--- src/rtl/console_drain_arbiter.sv ---
// Round-robin drain of N_CH console byte FIFOs into one valid/ready TX stream.
// A tag byte (TAG_BASE | ch) precedes data whenever the source channel changes.
module console_drain_arbiter #(
  parameter int              N_CH     = 4,
  parameter int              WIDTH    = 8,
  parameter int              BURST    = 16,
  parameter logic [WIDTH-1:0] TAG_BASE = 'hF0,
  localparam int             CW       = (N_CH > 1) ? $clog2(N_CH) : 1
) (
  input  logic                  clk,
  input  logic                  rst,
  input  logic [N_CH-1:0]       fifo_empty,
  input  logic [N_CH*WIDTH-1:0] fifo_data,
  output logic [N_CH-1:0]       fifo_advance,
  output logic [WIDTH-1:0]      tx_data,
  output logic                  tx_valid,
  input  logic                  tx_ready,
  output logic [CW-1:0]         grant_ch,
  output logic                  busy
);

  localparam int CNTW = $clog2(BURST + 1);

  typedef enum logic [2:0] {
    IDLE, SETTLE, TAG, LOAD, SEND, WAIT1, WAIT2
  } state_t;

  state_t                        state_q, state_d;
  logic                          tx_valid_q, tx_valid_d;
  logic [WIDTH-1:0]              tx_data_q, tx_data_d;
  logic [N_CH-1:0]               adv_q, adv_d;
  logic [CW-1:0]                 grant_q, grant_d;
  logic [CW-1:0]                 rr_q, rr_d;
  logic [CNTW-1:0]               cnt_q, cnt_d;
  logic                          busy_q, busy_d;
  logic                          ltv_q, ltv_d;
  logic [CW-1:0]                 ltc_q, ltc_d;

  logic [N_CH-1:0][WIDTH-1:0]    ch_data;
  logic                          found;
  logic [CW-1:0]                 pick;
  logic [CW-1:0]                 cand;
  int                            idx;
  logic                          hs;

  for (genvar g = 0; g < N_CH; g++) begin : g_unpack
    assign ch_data[g] = fifo_data[g*WIDTH +: WIDTH];
  end

  // First non-empty FIFO at or after rr_q, wrapping modulo N_CH.
  always_comb begin
    found = 1'b0;
    pick  = rr_q;
    idx   = 0;
    cand  = '0;
    for (int i = 0; i < N_CH; i++) begin
      idx = int'(rr_q) + i;
      if (idx >= N_CH) idx = idx - N_CH;
      cand = CW'(idx);
      if (!found && !fifo_empty[cand]) begin
        found = 1'b1;
        pick  = cand;
      end
    end
  end

  assign hs = tx_valid_q && tx_ready;

  always_comb begin
    state_d    = state_q;
    tx_valid_d = tx_valid_q;
    tx_data_d  = tx_data_q;
    adv_d      = '0;
    grant_d    = grant_q;
    rr_d       = rr_q;
    cnt_d      = cnt_q;
    ltv_d      = ltv_q;
    ltc_d      = ltc_q;
    case (state_q)
      IDLE: if (found) begin
        grant_d = pick;
        cnt_d   = '0;
        state_d = SETTLE;
      end
      SETTLE: if (!ltv_q || ltc_q != grant_q) begin
        tx_valid_d = 1'b1;
        tx_data_d  = TAG_BASE | WIDTH'(grant_q);
        state_d    = TAG;
      end else begin
        state_d = LOAD;
      end
      TAG: if (hs) begin
        tx_valid_d = 1'b0;
        ltv_d      = 1'b1;
        ltc_d      = grant_q;
        state_d    = LOAD;
      end
      LOAD: begin
        tx_valid_d = 1'b1;
        tx_data_d  = ch_data[grant_q];
        state_d    = SEND;
      end
      SEND: if (hs) begin
        tx_valid_d     = 1'b0;
        adv_d[grant_q] = 1'b1;
        cnt_d          = cnt_q + CNTW'(1);
        state_d        = WAIT1;
      end
      WAIT1: state_d = WAIT2;
      // fifo_empty reflects the advance by now; fifo_data catches up during LOAD.
      WAIT2: if (!fifo_empty[grant_q] && cnt_q < CNTW'(BURST)) begin
        state_d = LOAD;
      end else begin
        rr_d    = (grant_q == CW'(N_CH - 1)) ? '0 : grant_q + CW'(1);
        state_d = IDLE;
      end
      default: state_d = IDLE;
    endcase
    busy_d = (state_d != IDLE);
  end

  always_ff @(posedge clk) begin
    if (rst) begin
      state_q    <= IDLE;
      tx_valid_q <= 1'b0;
      tx_data_q  <= '0;
      adv_q      <= '0;
      grant_q    <= '0;
      rr_q       <= '0;
      cnt_q      <= '0;
      busy_q     <= 1'b0;
      ltv_q      <= 1'b0;
      ltc_q      <= '0;
    end else begin
      state_q    <= state_d;
      tx_valid_q <= tx_valid_d;
      tx_data_q  <= tx_data_d;
      adv_q      <= adv_d;
      grant_q    <= grant_d;
      rr_q       <= rr_d;
      cnt_q      <= cnt_d;
      busy_q     <= busy_d;
      ltv_q      <= ltv_d;
      ltc_q      <= ltc_d;
    end
  end

  assign fifo_advance = adv_q;
  assign tx_data      = tx_data_q;
  assign tx_valid     = tx_valid_q;
  assign grant_ch     = grant_q;
  assign busy         = busy_q;

endmodule

--- config.mk ---
export PLATFORM = sky130hd
export DESIGN_NAME = console_drain_arbiter
export DESIGN_NICKNAME = d
export VERILOG_FILES = /design/src/rtl/console_drain_arbiter.sv
export SDC_FILE = /design/constraint.sdc
export NUM_CORES = 1
export LEC_CHECK = 0
export BUFFER_PORTS_ARGS = -buffer_cell sky130_fd_sc_hd__buf_2
export CAP_MARGIN = 20
export CORE_MARGIN = 8
export CORE_UTILIZATION = 46
export DETAILED_ROUTE_END_ITERATION = 7
export GPL_TIMING_DRIVEN = 0
export PLACE_DENSITY = 0.74
export SYNTH_ARGS = -nofsm -noshare
export SYNTH_HDL_FRONTEND = slang
export SYNTH_SLANG_ARGS = --single-unit
--- constraint.sdc ---
create_clock -name clk -period 1.75 [get_ports clk]
set_clock_uncertainty 0.2 [all_clocks]
set_input_delay 0.2625 -clock clk [delete_from_list [all_inputs] [get_ports clk]]
set_output_delay 0.2625 -clock clk [all_outputs]
set_load 0.02 [all_outputs]
==> flow_summary.ini <==
[yosys]
seq_area_frac_synth_pct = 33.55
synth.most_common_cell = dfxtp_1
yosys.cell_types.count = 50
syn-cell-area_um2 = 1730
yosys_most_used_dff = dfxtp_1
synth-seq-cells = 29
yosysTopAreaCell = dfxtp_1
yosysWarnings = 0
synth_nets = 228
synth_edf_count = 0
async_reset_ff_share_pct = 0
syn_area_per_cell_um2 = 9.404
synth_top_area_share_pct = 33.55
ys_top_cells_by_area = dfxtp_1 (34%), mux4_2 (7.8%), nor2_1 (4.8%), mux2i_1 (4.0%), ha_1 (3.6%)
syn_inst = 184
netlist_top_cells_count = dfxtp_1 (29), nor2_1 (22), nand2_1 (12)

[cts]
ctsHoldBuffers = 0
ctsLongestPathBuffers = 2
clkSinkCount = 29
h-tree-depth = 2
insertion_delay_ns = 0.28
clk_pin_slew_ns = 0.06
cts_made_buffers = 5
root_buffer = clkbuf_8
cts_tree = yes

[grt]
grt-ovfl-total = 0
track_usage_pct = 13.89
first_global_vias = 1569
grt_pass1_wl_um = 6913
grt_max_degree = 11
antenna_found_initial = 0

[power_and_ir_drop]
power_frac_comb_pct = 31.0
p_total_uw = 2159
p_leak_uw = 0.0009158
pwr-share-clk_pct = 33.1
power.internal_uw = 1484
p_per_area_nw_per_um2 = 972.1
p_seq_share_pct = 35.8
ir_worst_vdd_uv = 465.4
p_switching_uw = 674.6
switching_share_pct = 31.25

[routing]
drt_iter0_drc = 77
dr.pass1.iters = 4
routed_via_density = 5.202
num_vias = 1519
detail_route.wl_per_cell_um = 14.23
ant_nets = 0
routed_wl_um = 4156
drc_errors = 0

[die]
die-area_um2 = 5981
die_x_um = 77.34
pin_count = 55
initial_core_util_pct = 47.62
row_count = 22
die_h_um = 77.34
core_um2 = 3633

[hold_path]
hp-class = in -> reg
min_from = rst

[sta]
period_needed_ns = 1.707
final.period_utilization_pct = 97.56
slew_viol_final = 0
holdWs_ns = 0.1976
rsz0062_at_grt = true
slew_headroom_pct = 65.31
setup-violations-final = 0
hold_violations = 0
max_freq_ghz = 0.5857
worst_slew_pin_slew_ns = 0.5204

[cells_and_area]
nNetsFinal = 287
antenna_cells = 0
area_delta_synth_final_pct = 28.34
drive_gt1_share_pct = 38.52
fin_cells = 292

[place]
place_congestion = 0.8066
dp.cells = 284
port_buffers = 52
dp_hpwl_um = 3208

[setup_path]
worst-path-max-fanout = 7
cp.required_ns = 1.72
crit_type = reg -> reg
worst_setup_path_start_kind = register
end_kind = register
worstReg2RegStart = grant_ch[0]$_SDFFE_PP0P_
startpoint = grant_ch[0]$_SDFFE_PP0P_
worstPathArrival_ns = 1.67

[run]
maxCapViolations = 0

[outcome]
status = completed
-- area by class of cell --
| cell class | instances | area, um^2 |
|---|---|---|
| multi-input combinational | 140 | 1101 |
| fill | 331 | 1413 |
| tap | 48 | 60.06 |
| sequential | 29 | 585.6 |
| buffer | 11 | 78.83 |
| clock buffer | 7 | 86.33 |
| clock inverter | 1 | 30.03 |
| inverter | 3 | 11.26 |
| timing repair buffer | 53 | 267.8 |
-- power groups by stage --
stage	Sequential (uW)	Clock [uW]	Combinational, uW
after floorplan	823	0	420
after global placement	769	0	643
after detailed placement	769	0	653
after CTS	755	727	668
after global routing	785	748	743
final	774	715	670
-- worst paths after layout --
check                                               end  slack (ns)  cells past startpoint
worst max-delay path               rr_q[0]$_SDFFE_PP0P_        0.04                      5
worst min-delay path               rr_q[1]$_SDFFE_PP0P_        0.20                      3
worst max register to register     rr_q[0]$_SDFFE_PP0P_        0.04                      5
worst min register to register  tx_data[0]$_SDFFE_PP0P_        0.27                      2
-- per-stage QoR --
stage / util (%) / cell area [um^2] / setup TNS [ns] / worst slack (ns)
2_1_floorplan: - / 1733 / 0 / 0.03686
3_3_place_gp: 56.51 / 2053 / 0 / 0.003249
3_5_place_dp: 56.51 / 2053 / -0.02365 / -0.02200
4_1_cts: 60.12 / 2185 / 0 / 0.01780
5_1_grt: 61.12 / 2221 / -0.01308 / -0.01308
6_report: 61.12 / 2221 / 0 / 0.04272
-- cells by family (layout without fill, tap and decap cells) --
family	count (synthesis)	count (layout)	synth area share, %
flip-flops	29	29	33.55
buffers and inverters	15	75	5.062
multiplexers	16	16	14.17
adder cells (fa/ha/maj)	5	5	3.615
AO/OA/AOI/OAI	38	38	17.28
AND/OR/NAND/NOR	75	75	22.42
XOR/XNOR	6	6	3.905
-- flip-flops by register name (all words and copies together), names as in the netlist, 2 cells and up --
name	flops
rr_q	2
cnt_q	5
ltc_q	2
fifo_advance	4
state_q	3
tx_data	8
grant_ch	2
-- layer usage --
layer	vias to the layer above	share of wire, %	track usage (%)
met2	23	53	25.53
met3	5	4.4	4.263
met1	708	41	14.64
met4	0	1.1	4.717
li1	783	-	-
met5	-	0	0
-- repair_timing --
item	in CTS	in global routing
pin swaps	0	1
setup endpoints to repair	4	10
resized for setup	2	9
buffers inserted	0	1
-- worst max-delay path, cell delays in order, from the launching register on --
cell and delay [ns]:
dfxtp_2 0.34, buf_6 0.15, nor2b_1 0.15, a22oi_4 0.24, and3_4 0.23, mux2_4 0.29
-- cell usage in the layout, fill, tap and decap left out, types with 3 or more instances in the layout --
master and instances:
mux2i_1 6, nand2b_1 8, clkbuf_1 3, mux4_2 6, nand2_1 12, a21oi_1 10
and3_1 3, buf_2 55, dfxtp_1 27, nor2b_1 5, inv_1 3, nor2_1 22
o21ai_0 3, o211ai_1 3, and2_1 4, buf_4 4, clkbuf_8 6, nor3_1 8
ha_1 5, xor2_1 3
No activity file was read; power rests on OpenSTA's default activity.
